[src/rtl/elevator_pkg.sv]
// Shared encodings and FSM state type for the elevator controller.
package elevator_pkg;

  // Motor command encodings
  localparam logic [1:0] ENG_STOP = 2'b00;
  localparam logic [1:0] ENG_UP   = 2'b01;
  localparam logic [1:0] ENG_DOWN = 2'b10;

  // Door command encodings
  localparam logic [1:0] DOOR_CLOSED  = 2'b00;
  localparam logic [1:0] DOOR_OPEN    = 2'b01;
  localparam logic [1:0] DOOR_CLOSING = 2'b10;

  typedef enum logic [2:0] {
    StIdle,
    StMoveUp,
    StMoveDown,
    StDoorOpen,
    StDoorClose
  } state_e;

endpackage

[src/rtl/elevator_req_scan.sv]
// Combinational scan of the pending-request vector relative to a floor.
module elevator_req_scan
  import elevator_pkg::*;
#(
  parameter int unsigned BUTTONS_WIDTH = 8,
  parameter int unsigned LW            = $clog2(BUTTONS_WIDTH)
) (
  input  logic [BUTTONS_WIDTH-1:0] req,
  input  logic [LW-1:0]            level,
  output logic                     req_here,
  output logic                     req_above,
  output logic                     req_below
);

  // Classify every pending floor as at, above or below the given level
  always_comb begin
    req_here  = 1'b0;
    req_above = 1'b0;
    req_below = 1'b0;
    for (int unsigned i = 0; i < BUTTONS_WIDTH; i++) begin
      if (req[i]) begin
        if (i == 32'(level)) begin
          req_here = 1'b1;
        end else if (i > 32'(level)) begin
          req_above = 1'b1;
        end else begin
          req_below = 1'b1;
        end
      end
    end
  end

endmodule

[src/rtl/elevator.sv]
// Single-car elevator controller: sticky call latches, SCAN scheduling,
// registered motor/door commands and floor indicator.
module elevator
  import elevator_pkg::*;
#(
  parameter int unsigned BUTTONS_WIDTH = 8,
  parameter int unsigned FLOOR_CYCLES  = 1,
  parameter int unsigned DOOR_CYCLES   = 2
) (
  input  logic                             clk,
  input  logic                             reset,
  input  logic                             open_btn,
  input  logic                             close_btn,
  input  logic [BUTTONS_WIDTH-1:0]         btn_in,
  input  logic [BUTTONS_WIDTH-1:0]         btn_up_out,
  input  logic [BUTTONS_WIDTH-1:0]         btn_down_out,
  output logic [1:0]                       engine,
  output logic [1:0]                       door,
  output logic [$clog2(BUTTONS_WIDTH)-1:0] level_display
);

  localparam int unsigned LW  = $clog2(BUTTONS_WIDTH);
  localparam int unsigned MCW = $clog2(FLOOR_CYCLES + 1);
  localparam int unsigned DCW = $clog2(DOOR_CYCLES + 1);
  localparam logic [LW-1:0]  TOP_FLOOR = LW'(BUTTONS_WIDTH - 1);
  localparam logic [MCW-1:0] MOVE_LAST = MCW'(FLOOR_CYCLES - 1);
  localparam logic [DCW-1:0] DOOR_LAST = DCW'(DOOR_CYCLES - 1);

  state_e             state_q, state_d;
  logic [LW-1:0]      level_q, level_d, level_nxt;
  logic [MCW-1:0]     move_cnt_q, move_cnt_d;
  logic [DCW-1:0]     door_cnt_q, door_cnt_d;
  logic               dir_up_q, dir_up_d;
  logic [1:0]         engine_q, engine_d, door_q, door_d;
  logic [BUTTONS_WIDTH-1:0] cab_q, up_q, down_q, req, clr, hall;
  logic here, above, below, here_nxt, above_nxt, below_nxt, arrive_stop;

  assign req = cab_q | up_q | down_q;

  elevator_req_scan #(.BUTTONS_WIDTH(BUTTONS_WIDTH), .LW(LW)) u_scan_cur (
    .req       (req),
    .level     (level_q),
    .req_here  (here),
    .req_above (above),
    .req_below (below)
  );

  // Same scan, seen from the floor the car is about to arrive at
  elevator_req_scan #(.BUTTONS_WIDTH(BUTTONS_WIDTH), .LW(LW)) u_scan_nxt (
    .req       (req),
    .level     (level_nxt),
    .req_here  (here_nxt),
    .req_above (above_nxt),
    .req_below (below_nxt)
  );

  // Next floor in the travel direction, held at the end floors
  always_comb begin
    level_nxt = level_q;
    if (state_q == StMoveUp && level_q != TOP_FLOOR) begin
      level_nxt = level_q + LW'(1);
    end else if (state_q == StMoveDown && level_q != '0) begin
      level_nxt = level_q - LW'(1);
    end
  end

  // Arrival stop: cab call, same-direction hall call, or nothing further ahead
  always_comb begin
    hall        = (state_q == StMoveUp) ? up_q : down_q;
    arrive_stop = (here_nxt && (cab_q[level_nxt] || hall[level_nxt])) ||
                  ((state_q == StMoveUp) ? !above_nxt : !below_nxt);
  end

  // FSM next state, travel and door timers
  always_comb begin
    state_d    = state_q;
    level_d    = level_q;
    move_cnt_d = move_cnt_q;
    door_cnt_d = door_cnt_q;
    dir_up_d   = dir_up_q;
    unique case (state_q)
      StIdle: begin
        if (here || open_btn) begin
          state_d    = StDoorOpen;
          door_cnt_d = '0;
        end else if (above && (dir_up_q || !below)) begin
          state_d    = StMoveUp;
          dir_up_d   = 1'b1;
          move_cnt_d = '0;
        end else if (below) begin
          state_d    = StMoveDown;
          dir_up_d   = 1'b0;
          move_cnt_d = '0;
        end
      end
      StMoveUp, StMoveDown: begin
        if (move_cnt_q == MOVE_LAST) begin
          move_cnt_d = '0;
          level_d    = level_nxt;
          if (arrive_stop) begin
            state_d    = StDoorOpen;
            door_cnt_d = '0;
          end
        end else begin
          move_cnt_d = move_cnt_q + MCW'(1);
        end
      end
      StDoorOpen: begin
        // open_btn dominates close_btn
        if (open_btn) begin
          door_cnt_d = '0;
        end else if (close_btn || door_cnt_q == DOOR_LAST) begin
          state_d = StDoorClose;
        end else begin
          door_cnt_d = door_cnt_q + DCW'(1);
        end
      end
      StDoorClose: state_d = StIdle;
      default:     state_d = StIdle;
    endcase
  end

  // Clear mask for the floor whose door is opening; new presses override it
  always_comb begin
    clr = '0;
    if (state_d == StDoorOpen && state_q != StDoorOpen) begin
      clr[level_d] = 1'b1;
    end
  end

  // Output encodings derived from the next state so the outputs are registered
  always_comb begin
    engine_d = ENG_STOP;
    door_d   = DOOR_CLOSED;
    unique case (state_d)
      StMoveUp:    engine_d = ENG_UP;
      StMoveDown:  engine_d = ENG_DOWN;
      StDoorOpen:  door_d   = DOOR_OPEN;
      StDoorClose: door_d   = DOOR_CLOSING;
      default:     ;
    endcase
  end

  // State, timers, call latches and output registers
  always_ff @(posedge clk or negedge reset) begin
    if (!reset) begin
      state_q    <= StIdle;
      level_q    <= '0;
      move_cnt_q <= '0;
      door_cnt_q <= '0;
      dir_up_q   <= 1'b1;
      cab_q      <= '0;
      up_q       <= '0;
      down_q     <= '0;
      engine_q   <= ENG_STOP;
      door_q     <= DOOR_CLOSED;
    end else begin
      state_q    <= state_d;
      level_q    <= level_d;
      move_cnt_q <= move_cnt_d;
      door_cnt_q <= door_cnt_d;
      dir_up_q   <= dir_up_d;
      cab_q      <= (cab_q & ~clr) | btn_in;
      up_q       <= (up_q & ~clr) | btn_up_out;
      down_q     <= (down_q & ~clr) | btn_down_out;
      engine_q   <= engine_d;
      door_q     <= door_d;
    end
  end

  assign engine        = engine_q;
  assign door          = door_q;
  assign level_display = level_q;

endmodule

[config.mk]
export PLATFORM = sky130hd
export DESIGN_NAME = elevator
export DESIGN_NICKNAME = d
export VERILOG_FILES = /design/src/rtl/elevator_pkg.sv /design/src/rtl/elevator_req_scan.sv /design/src/rtl/elevator.sv
export SDC_FILE = /design/constraint.sdc
export NUM_CORES = 1
export LEC_CHECK = 0
export ABC_AREA = 1
export BUFFER_PORTS_ARGS = -buffer_cell sky130_fd_sc_hd__buf_2
export CAP_MARGIN = 10
export CORE_MARGIN = 2
export CORE_UTILIZATION = 25
export CTS_CLUSTER_SIZE = 24
export DETAILED_ROUTE_END_ITERATION = 10
export MAX_ROUTING_LAYER = met4
export PLACE_DENSITY = 0.39
export SLEW_MARGIN = 10
export SYNTH_ARGS = -nofsm -noshare
export SYNTH_HDL_FRONTEND = slang
export SYNTH_SLANG_ARGS = --single-unit
[constraint.sdc]
create_clock -name clk -period 4.3 [get_ports clk]
set_input_delay 0.645 -clock clk [delete_from_list [all_inputs] [get_ports clk]]
set_output_delay 0.645 -clock clk [all_outputs]
set_load 0.02 [all_outputs]
# ---- Word level (Yosys, flattened, before mapping)
# Index checks and enable logic that the tools add are counted.
dict set report classes {
  n_addsub 4
  order_cmp 17
  n_eq_ne 30
  muxes 155
  n_bitwise 10
  reduce_logical 25
}
# operator n
set op_table {}
lappend op_table {{$mux 1} 129}
lappend op_table {{$or 8x8->8} 5}
lappend op_table {{$mux 3} 11}
lappend op_table {{$and 8x8->8} 3}
lappend op_table {{$eq 3x3->1 const A} 8}
lappend op_table {{$gt 3x3->1 const A} 8}
lappend op_table {{$mux 8} 2}
lappend op_table {{$eq 2x3->1 const A} 4}
lappend op_table {{$eq 3x2->1 const B} 4}
lappend op_table {{$gt 2x3->1 const A} 4}
lappend op_table {{$mux 2} 5}
lappend op_table {{$logic_not 3->1} 3}
lappend op_table {{$ne 3x3->1 const B} 3}
lappend op_table {{$pmux 3 s3} 1}
lappend op_table {{$lt 3x4->1 const B} 2}
lappend op_table {{$ne 2x2->1 const B} 4}
lappend op_table {{$not 8->8} 1}
lappend op_table {{$pmux 2 s2} 2}
lappend op_table {{$bmux 1 s3} 2}
lappend op_table {{$eq 1x3->1 const A} 2}
lappend op_table {{$eq 3x1->1 const B} 2}
lappend op_table {{$gt 1x3->1 const A} 2}
lappend op_table {{$logic_and 1x1->1} 6}
lappend op_table {{$pmux 2 s3} 1}
lappend op_table {{18 further kinds} 27}
dict set report word_totals {
  reg_bits 38
  inputBits 28
  output_inout_bits 7
  wordCells 251
}

# ---- Logic depth before layout (Yosys ltp)
# Gate-level depths: netlist (run 1).
dict set report logic_depth {
  depth_word 40
  ltp_mapped 20
  ltp_nobuf 19
}

# ---- Modules after synthesis
# From an unflattened synthesis (run 1), not the netlist that was laid out.
dict set report unflattened {
  cells_unflattened 395
  hier_area_um2 2657.5
}
# mod n_inst cells_each area_per_inst_um2 seq_area_each_um2
set modules_own_cells {}
lappend modules_own_cells {elevator 1 283 2189.6 927.1}
lappend modules_own_cells {{elevator_req_scan (u_scan_cur)} 1 56 240.2 0.0}
lappend modules_own_cells {{elevator_req_scan (u_scan_nxt)} 1 56 227.7 0.0}

# ---- Least setup slack after synthesis (run 1)
# No wires, ideal clock.
dict set report synth_timing {
  path_type {reg2reg}
  start {register level_q[1] (netlist: level_display[1])}
  end {register cab_q[0]}
  arrival_time_ps 2506
  setup_slack_ps 1677
  stages_incl_launch_ff 19
  synth_period_minus_slack_ps 2623
  path_cell_list {dfrtp_1 clkbuf_1 inv_1 ha_1 nand2_2 nand3_2 nand2_1 nand2_2 nand2_4 buf_6 o21ai_0 nand2_1 nand2_1 nor2_1 nor2_4 nand3_4 nand4_2 nand2_1 nand2_1}
}
dict set report synth_via {
  elab_chain_cells 40
  elab_cells_between_ends 191
}
# item line
set synth_rtl {}
lappend synth_rtl {{start: declaration} elevator.sv:30} ;# logic [LW-1:0] level_q, level_d, level_nxt;
lappend synth_rtl {{start signal: assignment} elevator.sv:159} ;# level_q <= level_d;
lappend synth_rtl {{parallel branches: the longest is 36 deep, another holds $sub 3x1->3} --}
lappend synth_rtl {{$mux 8 (*)} elevator.sv:126} ;# if (state_d == StDoorOpen && state_q != StDoorOpen) begin
lappend synth_rtl {{$not 8->8 (*)} elevator.sv:163} ;# cab_q <= (cab_q & ~clr) | btn_in;
lappend synth_rtl {{$and 8x8->8 (*)} elevator.sv:163}
lappend synth_rtl {{$or 8x8->8 (*)} elevator.sv:163}
lappend synth_rtl {{end signal: assignment} elevator.sv:163}
lappend synth_rtl {{end: declaration} elevator.sv:35} ;# logic [BUTTONS_WIDTH-1:0] cab_q, up_q, down_q, req, clr, hall;
# Every way passes the cells marked *. The select of a mux whose other input is x is not followed.
# A chain may end at the register's enable or synchronous reset.

# ---- Worst setup path in the final report (run 1)
dict set report layout_timing {
  start {register level_q[0] (netlist: level_display[0])}
  end {register up_q[6]}
}
dict set report layout_via {
  elab_cells_between_ends 191
}
# item line
set layout_rtl {}
lappend layout_rtl {{parallel branches: the longest is 5 deep, another holds $sub 3x1->3} --}
lappend layout_rtl {{$mux 3 (*)} elevator.sv:81} ;# unique case (state_q)
lappend layout_rtl {{named net level_d[0]} elevator.sv:30}
lappend layout_rtl {{$lt 3x4->1 (implied by the code) / $ge 3x1->1 (equally long branches)} elevator.sv:127} ;# clr[level_d] = 1'b1;
lappend layout_rtl {{$logic_and 1x1->1 (implied by the code)} elevator.sv:127}
lappend layout_rtl {{$mux 1 (implied by the code)} elevator.sv:127}
lappend layout_rtl {{$demux 1 s3 (*)} elevator.sv:127}
lappend layout_rtl {{$mux 8 (*)} elevator.sv:126}
lappend layout_rtl {{$not 8->8 (*)} elevator.sv:164} ;# up_q <= (up_q & ~clr) | btn_up_out;
lappend layout_rtl {{$and 8x8->8 (*)} elevator.sv:164}
lappend layout_rtl {{$or 8x8->8 (*)} elevator.sv:164}
lappend layout_rtl {{end signal: assignment} elevator.sv:164}
lappend layout_rtl {{end: declaration} elevator.sv:35}
# Mark *: on every way through the listed nets, which the timed path passes. The select of a mux whose other input is x is not followed.

==> results of run 1 <==
how the worst max path moves through the flow:
stage	start	end	slack (ps)	cells after the start
floorplan	level_display[1]	cab_q[0]	1680	18
global placement	level_display[0]	up_q[1]	1360	18
detailed placement	level_display[0]	down_q[6]	1390	17
CTS	level_display[0]	down_q[1]	1370	18
global route	level_display[0]	down_q[1]	1110	18
finish	level_display[0]	up_q[6]	1420	18
metal layers:
layer	track usage, %	up-vias
met5	-	-
met4	3.76	0
met3	2.08	9
met2	21.3	39
met1	18.1	1136
li1	-	1301
cell families after synthesis:
logic type,after synthesis,share of synthesized area [%]
flops,37,35.4
simple gates,254,44.5
fa+ha+maj,7,3.34
buf+inv,71,10.8
compound gates,26,5.92
sequential cells by signal (all words and copies together), names as in the netlist:
signal and cells:
level_display 3, door_cnt_q 2, up_q 8, state_q 3, down_q 8, cab_q 8, engine 2, dir_up_q 1
door 2
report_power, final:
part	internal [mW]	switching (mW)	total [mW]
Combinational	0.485	1.09	1.57
Sequential	0.484	0.136	0.620
Clock	0.145	0.127	0.272
Total	1.11	1.35	2.46
layout by cell type, fill, tap and decap left out, types with 4 or more instances in the layout:
cell,count
o21ai_1,5
a21oi_1,5
nor3_1,9
inv_1,58
dfrtp_1,36
clkbuf_8,7
ha_1,7
nand4_2,8
o22ai_1,4
nor2_1,30
nand2_1,162
o21ai_0,5
buf_2,34
nand3_1,28
metrics by stage:
stage,power [mW],instances,setup slack [ps],hold slack (ps),util [%]
after global placement,2.22,559,1360,463,28.6
after CTS,2.50,567,1370,493,29.6
after detailed placement,2.21,559,1390,472,28.6
after global routing,2.74,567,1110,509,29.6
after floorplan,1.85,395,1680,349,-
final,2.46,567,1420,482,29.6
critical path, cell delays in order (launching register included):
cell and delay (ps):
dfrtp_1 530, inv_1 210, ha_1 260, nand2_2 130, nand3_2 130, nand2_1 110, nand2_2 80, nand2_4 230
inv_4 110, nand2_1 120, nand2_1 60, nand2_1 60, nand3_1 60, nor2_1 120, nor2_2 80, nand3_4 150
nand4_2 160, nand2_1 110, nand2_1 50
layout make-up:
class / instances / share of cell area (%)
Clock buffer: 7 / 3.18
Sequential cell: 37 / 30.6
Inverter: 64 / 8.09
Tap cell: 136 / 5.62
Multi-Input combinational cell: 287 / 46.5
Timing Repair Buffer: 35 / 5.86
Clock inverter: 1 / 0.165
==> out/metrics.yaml, run 1 <==
run_status:
  status: "finished clean"
clock_tree:
  clk_pin_slew_ps: 80
  cts_hold_buf: 0
  ctsHtreeMaxLevel: 2
  cts_buffers: 5
  cts_tree: "done"
  root_buffer: "clkbuf_8"
  ctsLongestPathBuffers: 2
  postCtsSetupRepairBufs: 0
  cts.sinks: 37
  cts_resized: 0
  clock_latency_ps: 290
finish:
  syn2layout_area_growth_pct: 15.7
  fin_area_um2: 3030
  drive_gt1_share_pct: 16.7
  seqCellArea_um2: 927
  nNetsFinal: 465
  diodes: 0
  multi_input_area_um2: 1410
  nFillCells: 1153
grt:
  grtUsageTotal_pct: 13.5
  grt_pass1_vias: 2376
  overflow: 0
  grt_start_max_net_pins: 38
  grt_pass1_wl_mm: 11.8
  antenna_found_initial: 0
logic_synthesis:
  synthesis.nets: 430
  synth-main-ff-cell: "dfrtp_1"
  synth-seq-cells: 37
  yosysUniqueCellTypes: 34
  synth.top_cell.area_share_pct: 34.4
  synth_area_leaders: "dfrtp_1, nand2_1, inv_1, nand3_1, nor2_1"
  ys_async_sr_fraction_pct: 100
  seq_area_frac_synth_pct: 35.4
  post-synth-top-count-cell: "nand2_1"
  synth_top_cell_by_area: "dfrtp_1"
  synth_area_per_cell_um2: 6.63
  syn_area_um2: 2620
  synth_commonest_cells: "nand2_1, inv_1, dfrtp_1, nor2_1, nand3_1"
  yosysWarnings: 0
  synth_edf_count: 0
  synthCells: 395
route:
  highest_layer: "met4"
  wl_met1_mm: 3.53
  drc_errors: 0
  drt_pass1_iterations: 4
  ant_nets: 0
  dr_wl_met3_um: 259
  met2_length_mm: 3.31
  drt-vias-per-instance: 4.38
  via_count: 2485
  wire_per_inst_um: 12.7
  drtIter0Drc: 126
  wl_mm: 7.19
floorplan:
  die-area_um2: 11300
  io_pins: 35
  die-width_um: 106
  rows: 37
  core_area_um2: 10200
  start_util_pct: 25.6
  die_height_um: 106
place:
  finalWeightedCongestion: 0.880
  dp_hpwl_mm: 5.51
  dpl_cell_area_um2: 2930
  portBuffers: 34
setup_path:
  reg2reg_to: "up_q[6]"
  arrival_ps: 3060
  worstPathMaxFanout: 19
  end_kind: "flop"
  critPathKind: "flop to flop"
  cp.required_ps: 4480
  r2r_cells: 18
  r2r_start: "level_display[0]"
  start_kind: "flop"
  ff2ff_setup_slack_ps: 1420
sta:
  final.period_utilization_pct: 67.0
  setup_tns_ps: 0
  min_period_ps: 2880
  final-hold-violation-count: 0
  rsz0062_at_grt: "false"
  final-setup-viol-count: 0
  fin_worst_skew_ps: 6.94
  drv_slew: 0
  fmax_mhz: 347
  tightest_slew_ps: 886
  slew_headroom_pct: 41.0
pwr:
  p_leak_nw: 1.71
  max-vdd-ir-drop_uv: 200
  powerDensity_nw_per_um2: 813
flow_run:
  cap_violations: 0
hold_path:
  hp-class: "input port to asynchronous set/reset pin"
No activity file was read; power rests on OpenSTA's default activity.
==> inputs of run 2 (changes only) <==
Clock period 4.3 ns to 2.8 ns, I/O delays scaled along.
==> run 2 against run 1 <==
Effect of this change: via count increased by 3.9%; sequential power increased by 45%; largest cell class unchanged; sequential cell count unchanged; count of clock-buffer cells in the layout unchanged; register-to-register slack got worse by 1200 ps; final cell count increased by 3.5%; combinational power increased by 80%.
==> out/metrics.yaml, run 2 (synthesized netlist as in run 1, its figures left out) <==
pwr:
  powerDensity_nw_per_um2: 1290  # was 813 nW/µm²
  intPower_mw: 2.00  # was 1.11 mW
  seqPwrFrac_pct: 21.4  # was 25.2%
  clockPowerShare_pct: 11.7  # was 11.0%
  swShare_pct: 52.4  # was 54.7%
  finalPower_mw: 4.21  # was 2.46 mW
  netSwitchingPower_mw: 2.21  # was 1.35 mW
  p_leak_nw: 1.81  # was 1.71 nW
  combPwrFrac_pct: 67.0  # was 63.8%
  max-vdd-ir-drop_uv: 364  # was 200 µV
floorplan:
  io_pins: 35  # unchanged
  die-area_um2: 11300  # unchanged
  core_area_um2: 10200  # unchanged
  start_util_pct: 25.6  # unchanged
  die-width_um: 106  # unchanged
  rows: 37  # unchanged
  die_height_um: 106  # unchanged
finish:
  final_common_cell: "nand2_1"  # unchanged
  nFillCells: 1136  # was 1153
  syn2layout_area_growth_pct: 24.1  # was 15.7%
  stdcell_count: 587  # was 567
  drive_gt1_share_pct: 22.0  # was 16.7%
  fin_area_um2: 3250  # was 3030 µm²
  largestRegisters: "cab_q (8), down_q (8), up_q (8)"  # unchanged
  final_cell_mix: "nand2_1, inv_1, dfrtp_1, buf_2"  # was nand2_1, inv_1, dfrtp_1, buf_2, nor2_1
  diodes: 0  # unchanged
  fin_util_pct: 31.8  # was 29.6%
  nNetsFinal: 485  # was 465
clock_tree:
  cts.sinks: 37  # unchanged
  cts_buffers: 5  # unchanged
  cts_tree: "done"  # unchanged
  ctsLongestPathBuffers: 2  # unchanged
  ctsHtreeMaxLevel: 2  # unchanged
  clock_latency_ps: 290  # about the same
  clk_pin_slew_ps: 80  # about the same
  root_buffer: "clkbuf_8"  # unchanged
setup_path:
  start_kind: "flop"  # unchanged
  arrival_ps: 2820  # was 3060 ps
  crit_chain: "ha_1 -> ha_1 -> inv_2 -> nand3_4 -> nand3_2 -> nand2_8 -> buf_4 -> nand2_1 -> nand2_1 -> nand2_1 -> nand2_1 -> nand2_1 -> nand2_1 -> nor2_4 -> nand3_2 -> nand2_1 -> nand3_1 -> nor2_2"  # was inv_1 -> ha_1 -> nand2_2 -> nand3_2 -> nand2_1 -> nand2_2 -> nand2_4 -> inv_4 -> nand2_1 -> nand2_1 -> nand2_1 -> nand3_1 -> nor2_1 -> nor2_2 -> nand3_4 -> nand4_2 -> nand2_1 -> nand2_1
  worst-path-stages: 18  # unchanged
  critPathKind: "flop to flop"  # unchanged
  cp_common_cell: "nand2_1"  # unchanged
  cp_num_buf_inv: 2  # unchanged
  crit_slowest_cell: "dfrtp_1"  # unchanged
  cp.required_ps: 3030  # was 4480 ps
  cpPeakStageDelay_ps: 420  # was 530 ps
  r2r_cells: 18  # unchanged
  worstPathMaxFanout: 10  # was 19
  end_kind: "flop"  # unchanged
  crit_family: "simple AND/OR/NAND/NOR gates"  # unchanged
route:
  via_count: 2581  # was 2485
  wl_mm: 7.61  # was 7.19 mm
  drt-vias-per-instance: 4.40  # was 4.38
  ant_nets: 0  # unchanged
  drc_errors: 0  # unchanged
  drt_pass1_iterations: 6  # was 4
  drtIter0Drc: 113  # was 126
  wire_per_inst_um: 13.0  # was 12.7 µm
sta:
  final.setup.worst_slack_ps: 205  # was 1420 ps
  setup_tns_ps: 0  # unchanged
  final.period_utilization_pct: 92.7  # was 67.0%
  min_period_ps: 2590  # was 2880 ps
  fmax_mhz: 385  # was 347 MHz
  tightest_slew_ps: 868  # was 886 ps
  fin_worst_skew_ps: 6.43  # was 6.94 ps
  final-hold-violation-count: 0  # unchanged
  drv_slew: 0  # unchanged
  slew_headroom_pct: 42.1  # was 41.0%
  final-setup-viol-count: 0  # unchanged
  rsz0062_at_grt: "false"  # unchanged
  holdWs_ps: 239  # was 482 ps
flow_run:
  cap_violations: 0  # unchanged
place:
  dpl_cell_area_um2: 3030  # was 2930 µm²
  portBuffers: 34  # unchanged
  finalWeightedCongestion: 0.864  # was 0.880
  placed_cells: 573  # was 559
  dp_hpwl_mm: 5.84  # was 5.51 mm
  place_ws_ps: 107  # was 1390 ps
run_status:
  status: "finished clean"  # unchanged
grt:
  grtUsageTotal_pct: 14.5  # was 13.5%
  grt_pass1_vias: 2476  # was 2376
  antenna_found_initial: 0  # unchanged
  overflow: 0  # unchanged
  grt_start_max_net_pins: 38  # unchanged
  grt_pass1_wl_mm: 12.5  # was 11.8 mm
hold_path:
  hp-class: "input port to asynchronous set/reset pin"  # unchanged
[run 2: cell types whose count changed in the layout (fill, tap and decap cells not counted), sizes merged]
cell	previous run	this run
bufinv	0	1
nand3	32	33
buf	35	54
clkinv	2	1
[run 2: timing repair]
item                                    CTS  global route
hold buffers                              0             0
endpoints found under the setup margin    0            30
resized for setup                         0            12
setup buffers                             0             5
[run 2: path summary, 6_finish.rpt]
check	startpoint	to	slack [ps]
hold / removal	reset	engine[0]	240
hold reg to reg	cab_q[6]	cab_q[6]	480
setup / recovery	level_display[0]	engine[0]	210
setup reg to reg	level_display[0]	engine[0]	210
min in group clk	btn_in[4]	cab_q[4]	300
max in group asynchronous	reset	down_q[7]	2010
[run 2: layout make-up]
class / count / area (µm²) / area share, %
sequential: 37 / 927 / 28.5
inverter: 64 / 245 / 7.54
timing repair buffer: 54 / 320 / 9.85
clock inverter: 1 / 30.0 / 0.923
tap: 136 / 170 / 5.23
clock buffer: 7 / 86.3 / 2.65
multi-input combinational: 288 / 1470 / 45.3
[run 2: power groups by stage]
stage | logic, mW | clock network (mW) | registers [mW]
6_report | 2.82 | 0.492 | 0.900
5_1_grt | 3.21 | 0.537 | 0.934
4_1_cts | 2.64 | 0.511 | 0.902
3_5_place_dp | 2.63 | 0 | 0.913
3_3_place_gp | 2.66 | 0 | 0.909
2_1_floorplan | 1.90 | 0 | 0.934
[run 2: routing by layer]
metal	vias to the layer above	GRT usage, %	wire length (µm)
met2	49	23.4	3530
met4	0	4.04	100
met3	8	1.90	250
met5	-	-	0
met1	1182	19.3	3730
li1	1342	-	-
[run 2: worst reg2reg max path: stages, from the launching register on]
cell and delay (ps):
dfrtp_1 420, ha_1 220, ha_1 200, inv_2 80
nand3_4 130, nand3_2 170, nand2_8 100, buf_4 160
nand2_1 50, nand2_1 60, nand2_1 70, nand2_1 50
nand2_1 50, nand2_1 100, nor2_4 230, nand3_2 120
nand2_1 80, nand3_1 100, nor2_2 140
